[src/rtl/opcodes.sv]
// Shared opcode and phase encodings for the sequencer and its datapath.
// Pure type/function package; no state.
package opcodes;

    typedef enum logic [2:0] {
        HLT = 3'd0,
        SKZ = 3'd1,
        ADD = 3'd2,
        AND = 3'd3,
        XOR = 3'd4,
        LDA = 3'd5,
        STO = 3'd6,
        JMP = 3'd7
    } opcode_t;

    typedef enum logic [2:0] {
        INST_ADDR  = 3'd0,
        INST_FETCH = 3'd1,
        INST_LOAD  = 3'd2,
        IDLE       = 3'd3,
        OP_ADDR    = 3'd4,
        OP_FETCH   = 3'd5,
        ALU_OP     = 3'd6,
        STORE      = 3'd7
    } phase_t;

    // Opcodes that read an operand from memory and write the accumulator.
    function automatic logic is_aluop(input opcode_t op);
        return (op == ADD) || (op == AND) || (op == XOR) || (op == LDA);
    endfunction

endpackage

[src/rtl/controller_seq_if.sv]
// Control bundle between the instruction sequencer (master) and the datapath (slave).
// Carries the decoded opcode/flags in and the per-phase strobes out.
interface controller_seq_if #(
    parameter int CNT_W = 16
);
    import opcodes::*;

    opcode_t            opcode;
    logic               zero;
    logic               mem_ready;

    logic               mem_rd;
    logic               load_ir;
    logic               inc_pc;
    logic               load_pc;
    logic               load_ac;
    logic               mem_wr;
    logic               halt;
    phase_t             phase;
    logic [CNT_W-1:0]   instr_count;

    modport master (
        input  opcode, zero, mem_ready,
        output mem_rd, load_ir, inc_pc, load_pc, load_ac, mem_wr,
        output halt, phase, instr_count
    );

    modport slave (
        output opcode, zero, mem_ready,
        input  mem_rd, load_ir, inc_pc, load_pc, load_ac, mem_wr,
        input  halt, phase, instr_count
    );

endinterface

[src/rtl/controller_seq.sv]
// Eight-phase instruction sequencer: decodes (phase, opcode, zero) into datapath strobes.
// Latency: outputs are combinational from the phase register; 8 clks per unstalled instruction.
// Backpressure: stalls in INST_FETCH (always) and OP_FETCH (ALU ops) until mem_ready.
module controller_seq
    import opcodes::*;
#(
    parameter int CNT_W = 16
) (
    input  logic               clk,
    input  logic               rst,
    controller_seq_if.master   bus
);

    phase_t             phase_q;
    phase_t             phase_d;
    logic               halted_q;
    logic               halted_d;
    logic [CNT_W-1:0]   cnt_q;
    logic [CNT_W-1:0]   cnt_d;
    logic               aluop;

    assign aluop = is_aluop(bus.opcode);

    always_ff @(posedge clk) begin
        if (rst) begin
            phase_q  <= INST_ADDR;
            halted_q <= 1'b0;
            cnt_q    <= '0;
        end else begin
            phase_q  <= phase_d;
            halted_q <= halted_d;
            cnt_q    <= cnt_d;
        end
    end

    // Once halted, the phase parks in OP_ADDR and nothing advances until rst.
    always_comb begin
        phase_d  = phase_q;
        halted_d = halted_q;
        cnt_d    = cnt_q;
        if (!halted_q) begin
            unique case (phase_q)
                INST_ADDR:  phase_d = INST_FETCH;
                INST_FETCH: if (bus.mem_ready) phase_d = INST_LOAD;
                INST_LOAD:  phase_d = IDLE;
                IDLE:       phase_d = OP_ADDR;
                OP_ADDR: begin
                    if (bus.opcode == HLT) halted_d = 1'b1;
                    else                   phase_d  = OP_FETCH;
                end
                OP_FETCH:   if (!aluop || bus.mem_ready) phase_d = ALU_OP;
                ALU_OP:     phase_d = STORE;
                STORE: begin
                    phase_d = INST_ADDR;
                    cnt_d   = cnt_q + CNT_W'(1);
                end
                default:    phase_d = INST_ADDR;
            endcase
        end
    end

    always_comb begin
        bus.mem_rd  = 1'b0;
        bus.load_ir = 1'b0;
        bus.inc_pc  = 1'b0;
        bus.load_pc = 1'b0;
        bus.load_ac = 1'b0;
        bus.mem_wr  = 1'b0;
        unique case (phase_q)
            INST_ADDR: ;
            INST_FETCH: bus.mem_rd = 1'b1;
            INST_LOAD, IDLE: begin
                bus.mem_rd  = 1'b1;
                bus.load_ir = 1'b1;
            end
            // The HLT cycle itself still bumps the PC; only the parked state is silent.
            OP_ADDR:    bus.inc_pc = !halted_q;
            OP_FETCH:   bus.mem_rd = aluop;
            ALU_OP: begin
                bus.mem_rd  = aluop;
                bus.inc_pc  = (bus.opcode == SKZ) && bus.zero;
                bus.load_pc = (bus.opcode == JMP);
            end
            STORE: begin
                bus.mem_rd  = aluop;
                bus.inc_pc  = (bus.opcode == JMP);
                bus.load_pc = (bus.opcode == JMP);
                bus.load_ac = aluop;
                bus.mem_wr  = (bus.opcode == STO);
            end
            default: ;
        endcase
    end

    assign bus.halt        = halted_q;
    assign bus.phase       = phase_q;
    assign bus.instr_count = cnt_q;

endmodule

[src/flat_wrapper.sv]
// flat-port wrapper written by rule: the top's interface ports become plain ports
module controller_seq_flat import opcodes::*;
#(
    parameter int CNT_W = 16
)
  (clk, rst, bus_opcode, bus_zero, bus_mem_ready, bus_mem_rd, bus_load_ir, bus_inc_pc, bus_load_pc, bus_load_ac, bus_mem_wr, bus_halt, bus_phase, bus_instr_count);
  controller_seq_if #(.CNT_W(CNT_W)) bus_i ();
  input  logic clk;
  input  logic rst;
  input wire logic [$bits(bus_i.opcode)-1:0] bus_opcode;
  input wire logic [$bits(bus_i.zero)-1:0] bus_zero;
  input wire logic [$bits(bus_i.mem_ready)-1:0] bus_mem_ready;
  output wire logic [$bits(bus_i.mem_rd)-1:0] bus_mem_rd;
  output wire logic [$bits(bus_i.load_ir)-1:0] bus_load_ir;
  output wire logic [$bits(bus_i.inc_pc)-1:0] bus_inc_pc;
  output wire logic [$bits(bus_i.load_pc)-1:0] bus_load_pc;
  output wire logic [$bits(bus_i.load_ac)-1:0] bus_load_ac;
  output wire logic [$bits(bus_i.mem_wr)-1:0] bus_mem_wr;
  output wire logic [$bits(bus_i.halt)-1:0] bus_halt;
  output wire logic [$bits(bus_i.phase)-1:0] bus_phase;
  output wire logic [$bits(bus_i.instr_count)-1:0] bus_instr_count;
  assign bus_i.opcode = bus_opcode;
  assign bus_i.zero = bus_zero;
  assign bus_i.mem_ready = bus_mem_ready;
  assign bus_mem_rd = bus_i.mem_rd;
  assign bus_load_ir = bus_i.load_ir;
  assign bus_inc_pc = bus_i.inc_pc;
  assign bus_load_pc = bus_i.load_pc;
  assign bus_load_ac = bus_i.load_ac;
  assign bus_mem_wr = bus_i.mem_wr;
  assign bus_halt = bus_i.halt;
  assign bus_phase = bus_i.phase;
  assign bus_instr_count = bus_i.instr_count;
  controller_seq #(.CNT_W(CNT_W)) u_core (.clk(clk), .rst(rst), .bus(bus_i));
endmodule
[config.mk]
export PLATFORM = sky130hd
export DESIGN_NAME = controller_seq_flat
export DESIGN_NICKNAME = d
export VERILOG_FILES = /design/src/rtl/opcodes.sv /design/src/rtl/controller_seq_if.sv /design/src/rtl/controller_seq.sv /design/src/flat_wrapper.sv
export SDC_FILE = /design/constraint.sdc
export NUM_CORES = 1
export LEC_CHECK = 0
export CORE_UTILIZATION = 48
export CTS_CLUSTER_DIAMETER = 60
export CTS_CLUSTER_SIZE = 40
export DETAILED_ROUTE_END_ITERATION = 7
export PLACE_DENSITY = 0.83
export SETUP_SLACK_MARGIN = 0.02
export SLEW_MARGIN = 15
export SYNTH_ARGS = -nofsm -noshare
export SYNTH_HDL_FRONTEND = slang
export SYNTH_SLANG_ARGS = --single-unit
[constraint.sdc]
create_clock -name clk -period 5.3 [get_ports clk]
set_clock_uncertainty 0.05 [all_clocks]
set_input_delay 0.53 -clock clk [delete_from_list [all_inputs] [get_ports clk]]
set_output_delay 0.53 -clock clk [all_outputs]
set_load 0.03 [all_outputs]
# Word-level counts from Yosys, hierarchy flattened
# Index checks and enable logic that the tools add are counted.
op_classes:
  n_reduce_logical: 15
  addsub: 1
  muxes: 13
  bitwise: 1
  eq_ne: 17
ops:
  columns: ["cell", "count"]
  rows:
  - ["equality test 3 bit (second input constant)", 8]
  - ["case mux 3 bit (8 select lines)", 1]
  - ["adder 16 x 1 -> 16 bit (second input constant)", 1]
  - ["equality test 3 x 2 -> 1 bit (second input constant)", 4]
  - ["two-way mux 3 bit", 3]
  - ["two-way mux 1 bit", 7]
  - ["equality test 3 x 1 -> 1 bit (second input constant)", 2]
  - ["logical NOT 3 bit", 2]
  - ["OR reduction 3 bit", 2]
  - ["logical OR 1 bit", 4]
  - ["!= test 2 bit (second input constant)", 2]
  - ["AND reduction 4 bit", 1]
  - ["OR reduction 2 bit", 2]
  - ["case mux 1 bit (3 select lines)", 1]
  - ["logical NOT 1 bit", 2]
  - ["!= test 2 x 1 -> 1 bit (second input constant)", 1]
  - ["case mux 1 bit (2 select lines)", 1]
  - ["AND reduction 2 bit", 1]
  - ["logical AND 1 bit", 1]
  - ["NOT 1 bit", 1]
totals:
  word_cells: 50
  input_bits: 7
  out_inout_bits: 26
  regBits: 20

# Longest topological paths before layout
# Gate-level depths: netlist of run 1.
depth:
  depth_word: 8
  ltp_mapped: 6
  depth_no_buf: 5

# Least setup slack after synthesis of run 1
# OpenSTA, ideal clock, no wires.
synth_path:
  path_kind: "reg-to-output"
  from: "register u_core.phase_q[1], in the netlist u_core.bus.phase[1]"
  to: "output bus_mem_wr"
  required_time_ns: 4.720
  n_path_buf: 1
  path_stages_with_launch: 4
  t_arrival_ns: 1.643
  slack_ns: 3.077
  cell_sequence: "dfxtp_1 -> clkbuf_1 -> nand3_1 -> nor3_1"
synth_via:
  elab_chain_len: 2
synth_rtl:
  columns: ["item", "line_no", "source"]
  rows:
  - ["start: declaration", "controller_seq.sv:14", "phase_t phase_q;"]
  - ["start signal: assignment", "controller_seq.sv:30", "phase_q <= phase_d;"]
  - ["equality test 3 bit", "controller_seq.sv:69", "unique case (phase_q)"]
  - ["two-way mux 1 bit", "controller_seq.sv:69", null]
  - ["end: declaration", "flat_wrapper.sv:18", "output wire logic [$bits(bus_i.mem_wr)-1:0] bus_mem_wr;"]
# No other way between the ends.

# Worst setup path in the final report of run 1
layout_path:
  from: "input bus_opcode[2]"
  to: "output bus_inc_pc"
layout_via:
  elab_chain_len: 3
  word_cells_on_any_way: 4
  cone_classes: "eq/ne: 2; mux: 1; reduce/logical: 1"
layout_rtl:
  columns: ["item", "line_no", "source"]
  rows:
  - ["start: declaration", "flat_wrapper.sv:10", "input wire logic [$bits(bus_i.opcode)-1:0] bus_opcode;"]
  - ["equality test 3 x 1 -> 1 bit", "controller_seq.sv:81", "bus.inc_pc = (bus.opcode == SKZ) && bus.zero;"]
  - ["logical AND 1 bit", "controller_seq.sv:81", null]
  - ["case mux 1 bit (3 select lines) *", "controller_seq.sv:69", null]
  - ["end: declaration", "flat_wrapper.sv:15", "output wire logic [$bits(bus_i.inc_pc)-1:0] bus_inc_pc;"]
# Mark *: on every way between the ends. The rest lies on a longest branch, timed or not.

==> results.md, run 1 <==
Pwr:
- IR analysis of the VDD net gives a maximum drop of 0.000133 V.
- Dividing total power by cell area gives a power density of 203 nW/um2.
- The leakage component of the power is 0.000472 uW.

Floorplan:
- The number of top-level design ports is 33.
- The number of placement rows is 16.
- Measured along the y axis, the die boundary spans 48.1 um.
- After floorplanning, the core was sized to cover 1980 um2.
- The total die area is 2310 um2.
- The width of the chip is 48.1 um.
- The initial core utilization is 0.514.

Clock network:
- The worst-case clock buffer depth is 2.
- The clock-pin slew of the registers on the worst-case setup and hold paths is 110 ps.
- Hold repair after CTS inserted 0 buffers.
- The latest clock arrival within the worst-skew pair is 300 ps.
- The number of buffers inserted to repair setup after CTS is 0.
- Clock tree synthesis found a total of 20 sinks.
- TritonCTS created 3 clock buffers.
- After clock tree synthesis, the repair step resized 0 gates.
- The CTS tree is built.
- The H-tree level count is 1.
- The tree is rooted in a sky130_fd_sc_hd__clkbuf_4.

Layout:
- The net total in the final layout is 160.
- The share of layout cells above drive strength 1 is 0.0397.
- The antenna diode count is 0.
- The final standard cell utilization of the core is 0.688.
- The area growth from synthesis to layout is 33.9%.
- After filler insertion, the fill cell instance count of the layout stands at 170.
- The final non-filler cell area is 1360 um2.

STA:
- For the pin with the worst max-slew slack, the measured transition is 727 ps.
- The time the final worst path needs with I/O delays and setup is 2860 ps.
- The hold slack is 449 ps.
- Based on the critical path, the design can be clocked at up to 350 MHz.
- Setup repair after global routing left no endpoint under its margin.
- The fraction of the cycle the final worst path needs is 0.539.
- The final hold violation count is 0.
- The relative slew slack is 0.514.
- The total negative setup slack is 0 ps.
- The worst path setup slack after routing is 2440 ps.
- The number of max-slew violations in the final report came to 0.
- Setup violations remaining at the end of the flow were counted as 0.

Status:
- The run finished with clean final reports.

Logic synthesis:
- During synthesis, Yosys emitted a total of 0 warnings.
- The sequential-to-total area share from yosys stat is 0.393.
- Counting flops and latches in the post-synthesis netlist gives 20.
- Of the post-synthesis cell area, the dominant cell type holds 0.393.
- The library cell occupying the most area in the post-synthesis netlist is sky130_fd_sc_hd__dfxtp_1.
- After synthesis the cells add up to 1020 um2.
- The average instance in the mapped netlist occupies 8.42 um2.
- By area the synthesized netlist is led by sky130_fd_sc_hd__dfxtp_1, sky130_fd_sc_hd__nor2_1, sky130_fd_sc_hd__a21oi_1, sky130_fd_sc_hd__xnor2_1, sky130_fd_sc_hd__o31ai_1.
- The netlist uses 29 different library cells.
- The number of nets in the synthesized netlist is 129.
- The number of cells produced by synthesis is 121.

Setup path:
- The largest single stage delay on the critical path is 660 ps.
- The sort of element at the start of the critical path is a primary input.
- Data on the critical path arrives at its endpoint at 2280 ps.
- The critical path required time is 4720 ps.
- On the critical path, the stage with the largest delay is an instance of sky130_fd_sc_hd__clkdlybuf4s50_1.
- The critical path endpoint category is an output pin.
- The setup path with the least slack is of type in -> out.
- By instance count, the cell type seen most on the critical path is sky130_fd_sc_hd__clkdlybuf4s50_1.
- Of all nets on the critical path, the largest fanout is 3.
- The critical path goes through clkdlybuf4s50_1, nor3_1, nand4_1, o21ai_0, o211a_1, clkdlybuf4s50_1.

GRT:
- The first global-routing pass estimated 3640 um of wire.
- met2 is the most crowded layer.
- For this run, global-route usage on met1 was measured as 0.255.
- The routing usage on met2 is 0.430.
- The maximum number of pins on one net before global-route repair is 21.
- The total global routing overflow is 0.
- The number of global-route vias before repair is 861.
- The number of antenna violations at the first check in global routing was 0.
- Across every metal layer, demand over resource in global routing totals 0.228.
- The global-route met3 utilization is 0.0679.

Flow run:
- The number of max-cap violations is 0.

Routing:
- In this run, the number of DRC markers left after iteration 0 of detailed routing was 13.
- After detailed routing, the number of remaining DRC violations is 0.
- The routed length per instance is 13.7 um.
- The number of vias after detailed routing is 994.
- Summed over all layers, the routed wires come to 2440 um.
- Once detail routing completed, the nets flagged for antenna violations numbered 0.
- The vias per cell is 5.58.
- The pre-antenna-repair detailed-routing pass consisted of 4 iterations.

Place:
- The final weighted congestion in routability-driven placement is 0.739.
- In this run the cell area measured after placement is 1330 um2.
- The placed wire-length estimate after detailed placement is 1780 um.
- The number of port buffers is 32.
- OpenSTA, run right after detailed placement, puts the worst setup slack at 2440 ps.

Worst hold path:
- The classification of the worst-slack hold path is reg -> reg.
==> layout by cell type, fill, tap and decap left out, types with 2 or more instances in the layout <==
cell / instances
sky130_fd_sc_hd__clkdlybuf4s50_1: 32
sky130_fd_sc_hd__dfxtp_1: 20
sky130_fd_sc_hd__nor2_1: 19
sky130_fd_sc_hd__a21oi_1: 11
sky130_fd_sc_hd__nand2_1: 8
sky130_fd_sc_hd__nand3_1: 6
sky130_fd_sc_hd__xnor2_1: 6
sky130_fd_sc_hd__o31ai_1: 6
sky130_fd_sc_hd__or4_1: 6
sky130_fd_sc_hd__nor3_1: 4
sky130_fd_sc_hd__nand4_1: 4
sky130_fd_sc_hd__xor2_1: 4
sky130_fd_sc_hd__inv_1: 3
sky130_fd_sc_hd__o21ai_0: 3
sky130_fd_sc_hd__clkbuf_4: 3
sky130_fd_sc_hd__or3_1: 2
==> critical path: cells and delay by family <==
family                 cells  cell delay (ps)
AOI/OAI and AO/OA          2              260
and+or+nand+nor            2              360
buffers and inverters      2             1110
==> path summary, 6_finish.rpt <==
path | startpoint | end | slack [ps] | cells past startpoint
setup / recovery | bus_opcode[2] | bus_inc_pc | 2440 | 6
hold / removal | u_core.bus.instr_count[15]$_SDFFE_PP0P_ | u_core.bus.instr_count[15]$_SDFFE_PP0P_ | 450 | 2
setup reg to reg | u_core.bus.phase[2]$_SDFFE_PP0P_ | u_core.bus.instr_count[15]$_SDFFE_PP0P_ | 3290 | 4
hold reg to reg | u_core.bus.instr_count[15]$_SDFFE_PP0P_ | u_core.bus.instr_count[15]$_SDFFE_PP0P_ | 450 | 2
==> metal layers <==
| metal | share of wire | vias to the layer above |
|---|---|---|
| li1 | - | 494 |
| met1 | 0.41 | 465 |
| met2 | 0.54 | 33 |
| met3 | 0.046 | 2 |
| met4 | 0.0041 | 0 |
| met5 | 0 | - |
==> sequential cells by signal (all words and copies together) (netlist names) <==
register,flops
u_core.bus.phase,3
u_core.bus.halt,1
u_core.bus.instr_count,16
==> report_power, final <==
part           switching (uW)  leakage, uW  internal, uW  total (uW)
Clock                    47.0    0.0000210          42.0        89.0
Combinational            16.9     0.000290          13.8        30.7
Sequential               5.73     0.000162           152         158
Total                    69.7     0.000472           208         277
==> cell type report <==
class / instances / area [um2] / share of cell area
multi-input cells: 92 / 562 / 0.412
well taps: 27 / 33.8 / 0.0248
inverters: 3 / 11.3 / 0.00826
repair buffers: 32 / 320 / 0.235
flip-flops and latches: 20 / 400 / 0.294
clock buffers: 4 / 36.3 / 0.0266
==> synth_stat cells <==
cell and count:
sky130_fd_sc_hd__a21oi_1 11, sky130_fd_sc_hd__a31oi_1 1, sky130_fd_sc_hd__and2_1 1, sky130_fd_sc_hd__and3_1 1
sky130_fd_sc_hd__and3b_1 1, sky130_fd_sc_hd__and4_1 1, sky130_fd_sc_hd__and4bb_2 1, sky130_fd_sc_hd__buf_6 3
sky130_fd_sc_hd__clkbuf_1 3, sky130_fd_sc_hd__dfxtp_1 20, sky130_fd_sc_hd__ha_1 1, sky130_fd_sc_hd__inv_1 3
sky130_fd_sc_hd__mux2i_1 1, sky130_fd_sc_hd__nand2_1 8, sky130_fd_sc_hd__nand3_1 6, sky130_fd_sc_hd__nand4_1 4
sky130_fd_sc_hd__nand4b_4 1, sky130_fd_sc_hd__nor2_1 19, sky130_fd_sc_hd__nor3_1 4, sky130_fd_sc_hd__nor4_1 1
sky130_fd_sc_hd__o211a_1 1, sky130_fd_sc_hd__o21ai_0 3, sky130_fd_sc_hd__o31ai_1 6, sky130_fd_sc_hd__or2_1 1
sky130_fd_sc_hd__or2b_1 1, sky130_fd_sc_hd__or3_1 2, sky130_fd_sc_hd__or4_1 6, sky130_fd_sc_hd__xnor2_1 6
sky130_fd_sc_hd__xor2_1 4
==> cell families after synthesis <==
kind of cell             synth area share
adder cells (fa/ha/maj)            0.0123
multiplexers                      0.00983
AND/OR/NAND/NOR                     0.315
XOR/XNOR                           0.0860
buffers and inverters              0.0553
flip-flops                          0.393
AO/OA/AOI/OAI                       0.129
==> stage by stage <==
stage	cells	total power, uW
3_5_place_dp	174	192
2_1_floorplan	121	179
3_3_place_gp	174	190
5_1_grt	178	290
4_1_cts	178	281
6_report	178	277
Note: power is estimated with default switching activity, not from simulation.
==> run 2: changes to the inputs <==
--- a/config.mk
+++ b/config.mk
@@ -5,11 +5,11 @@
 export SDC_FILE = /design/constraint.sdc
 export NUM_CORES = 1
 export LEC_CHECK = 0
-export CORE_UTILIZATION = 48
+export CORE_UTILIZATION = 40
 export CTS_CLUSTER_DIAMETER = 60
 export CTS_CLUSTER_SIZE = 40
 export DETAILED_ROUTE_END_ITERATION = 7
-export PLACE_DENSITY = 0.83
+export PLACE_DENSITY = 0.74
 export SETUP_SLACK_MARGIN = 0.02
 export SLEW_MARGIN = 15
 export SYNTH_ARGS = -nofsm -noshare
==> constraint.sdc (replaced) <==
create_clock -name clk -period 2.4 [get_ports clk]
set_clock_uncertainty 0.05 [all_clocks]
set_input_delay 0.24 -clock clk [delete_from_list [all_inputs] [get_ports clk]]
set_output_delay 0.24 -clock clk [all_outputs]
set_load 0.03 [all_outputs]
==> results.md, run 2 (synthesis gave the netlist of run 1 again) <==
Status:
- Run status: finished clean (unchanged).

STA:
- Unrepaired setup endpoints after global routing: no (unchanged).
- The total negative setup slack is 0 ps (unchanged).
- The relative slew slack is 0.499 (was 0.514).
- The number of setup violations in the final report is 0 (unchanged).
- The clock period could shrink to 2250 ps.
- The number of max-slew violations in the final report came to 0 (unchanged).
- Based on the critical path, the design can be clocked at up to 444 MHz.
- The slew at the pin with the worst max-slew slack came to 750 ps (was 727 ps).
- Dividing the final minimum period by the clock period gives 0.939.
- The final hold violation count was 0 (unchanged).

Clock network:
- The clock root buffer is sky130_fd_sc_hd__clkbuf_4 (unchanged).
- The clock-pin slew of the registers on the worst-case setup and hold paths is 110 ps (about the same).
- The total clock buffers created by CTS is 3 (unchanged).
- The TritonCTS sink count is 20 (unchanged).
- The H-tree level count is 1 (unchanged).
- The worst-case clock buffer depth was 2 (unchanged).
- The CTS tree is built (unchanged).
- The latest clock arrival within the worst-skew pair is 300 ps (about the same).
- The number of buffers inserted to repair setup after CTS is 0 (unchanged).

Place:
- The final weighted congestion in routability-driven placement is 0.786 (was 0.739).
- The area after detailed placement is 1330 um2 (about the same).
- The number of port buffers is 32 (unchanged).
- The number of instances in the placed design is 175 (was 174).
- The placed wire-length estimate after detailed placement is 1660 um (was 1780 um).

Layout:
- The final standard cell utilization of the core is 0.594 (was 0.688).
- The final non-filler cell area is 1360 um2 (unchanged).
- The antenna diode count is 0 (unchanged).
- The share of layout cells above drive strength 1 is 0.0397 (unchanged).
- The net total in the final layout is 160 (unchanged).
- The commonest non-fill, non-tap cell in the layout is sky130_fd_sc_hd__clkdlybuf4s50_1 (unchanged).
- The area overhead of the layout relative to synthesis is 33.9% (unchanged).
- The non-filler instance count after layout is 179 (was 178).
- Most frequent cells in the layout: sky130_fd_sc_hd__clkdlybuf4s50_1, sky130_fd_sc_hd__dfxtp_1, sky130_fd_sc_hd__nor2_1 (unchanged).
- The flip-flop count of the largest register after layout came to 16 (unchanged).

Floorplan:
- The core region area is 2300 um2 (was 1980 um2).
- The total die area is 2750 um2 (was 2310 um2).
- The number of top-level design ports is 33 (unchanged).
- The chip height was 52.5 um (was 48.1 um).
- The initial core utilization is 0.443 (was 0.514).
- The number of placement rows came to 17 (was 16).
- The width of the chip is 52.5 um (was 48.1 um).

GRT:
- The number of global-route vias before repair is 922 (was 861).
- The total global routing overflow is 0 (unchanged).
- The first-pass GRT wire length is 3950 um (was 3640 um).
- The maximum number of pins on one net before global-route repair is 21 (unchanged).
- The number of antenna violations at the first check in global routing is 0 (unchanged).
- The global-route total usage across every layer is 0.190 (was 0.228).

Routing:
- The violation count after the first detailed-routing iteration came to 15 (was 13).
- The number of iterations in the first detailed-routing pass is 4 (unchanged).
- The routed length per instance is 12.9 um (was 13.7 um).
- The number of antenna-violating nets in the routed design is 0 (unchanged).
- The number of vias after detailed routing was 970 (was 994).
- The sum of routed wire length over all layers is 2310 um (was 2440 um).
- The vias per cell was 5.42 (was 5.58).
- The number of remaining DRC errors is 0 (unchanged).

Flow run:
- The number of max-cap violations is 0 (unchanged).

Setup path:
- Worst-path cell chain: nand3_1, nor3_1, clkdlybuf4s50_1 (was clkdlybuf4s50_1, nor3_1, nand4_1, o21ai_0, o211a_1, clkdlybuf4s50_1).
- The longest individual stage delay on the worst path is 700 ps (was 660 ps).
- The worst path buffer plus inverter count came to 1 (was 2).
- The start-to-end type of the worst setup path is reg -> out (was in -> out).
- The launch instance of the worst register-to-register path is u_core.bus.phase[1]$_SDFFE_PP0P_ (was u_core.bus.phase[2]$_SDFFE_PP0P_).
- The worst reg-to-reg setup slack is 360 ps (was 3290 ps).
- The sort of element at the start of the critical path is a flip-flop (was primary input).
- The number of cells traversed by the worst register-to-register path is 4 (unchanged).
- The slowest cell on the critical path is sky130_fd_sc_hd__clkdlybuf4s50_1 (unchanged).
- The critical path endpoint category is an output pin (unchanged).
- The arrival time reported for the critical path endpoint is 1960 ps (was 2280 ps).
- The largest fanout on the critical path is 13 (was 3).
- The path length in cells of the critical path came to 3 (was 6).
- The cell type group with the largest total delay on the critical path is buffers and inverters (unchanged).
- The critical path required time was 2110 ps (was 4720 ps).
- The capturing instance or port of the critical path was bus_mem_wr (was bus_inc_pc).
- The endpoint of the most critical register-to-register path is u_core.bus.instr_count[15]$_SDFFE_PP0P_ (unchanged).
- The origin of the worst setup path is u_core.bus.phase[1]$_SDFFE_PP0P_ (was bus_opcode[2]).

Pwr:
- The leakage component of the power is 0.000477 uW (was 0.000472 uW).
- The power density over the cells is 446 nW/um2 (was 203 nW/um2).
- The largest voltage drop on the vdd net is 0.000313 V (was 0.000133 V).

Worst hold path:
- The classification of the worst-slack hold path was reg -> reg (unchanged).
## run 2: metal layers
metal	track usage	routed length (um)
met5	0	0
met4	0.0175	0
met3	0.0551	104
met2	0.329	1130
met1	0.239	1080
## run 2: area by class of cell
cell class	instances	area, um2
fill	217	933
multi-input combinational	92	562
sequential	20	400
timing repair buffer	32	319
clock buffer	4	36.3
tap	28	35.0
inverter	3	11.3
## run 2: how the worst min path moves through the flow
| stage | start | to | slack, ps | cells past startpoint |
|---|---|---|---|---|
| 6_report | u_core.bus.instr_count[10]$_SDFFE_PP0P_ | u_core.bus.instr_count[10]$_SDFFE_PP0P_ | 460 | 2 |
| 5_1_grt | u_core.bus.instr_count[10]$_SDFFE_PP0P_ | u_core.bus.instr_count[10]$_SDFFE_PP0P_ | 480 | 2 |
| 4_1_cts | u_core.bus.instr_count[8]$_SDFFE_PP0P_ | u_core.bus.instr_count[8]$_SDFFE_PP0P_ | 460 | 2 |
| 3_5_place_dp | u_core.bus.instr_count[8]$_SDFFE_PP0P_ | u_core.bus.instr_count[8]$_SDFFE_PP0P_ | 440 | 2 |
| 3_3_place_gp | u_core.bus.instr_count[15]$_SDFFE_PP0P_ | u_core.bus.instr_count[15]$_SDFFE_PP0P_ | 410 | 2 |
| 2_1_floorplan | bus_mem_ready | u_core.bus.phase[0]$_SDFFE_PP0P_ | 440 | 3 |
## run 2: power breakdown
part	leakage (uW)	internal [uW]	switching, uW
Clock	0.0000210	92.5	100
Sequential	0.000162	335	12.4
Combinational	0.000294	30.0	37.4
Total	0.000477	458	150
## run 2: metrics by stage
stage | hold WS (ps) | worst slack, ps | power [uW]
6_report | 456 | 146 | 608
5_1_grt | 481 | 47.8 | 634
4_1_cts | 457 | 154 | 615
3_5_place_dp | 437 | 82.5 | 423
3_3_place_gp | 410 | 157 | 421
2_1_floorplan | 444 | 455 | 395
## run 2: worst reg2reg max path: cells and delay by family (launching register included)
family          cells  cell delay [ps]
compound gates      1              170
flops               1              620
simple gates        3             1120
## run 2: repair_timing
item | 4_1_cts | 5_1_grt
resized for setup | 1 | 0
setup endpoints to repair | 1 | 0
hold buffers | 0 | 0
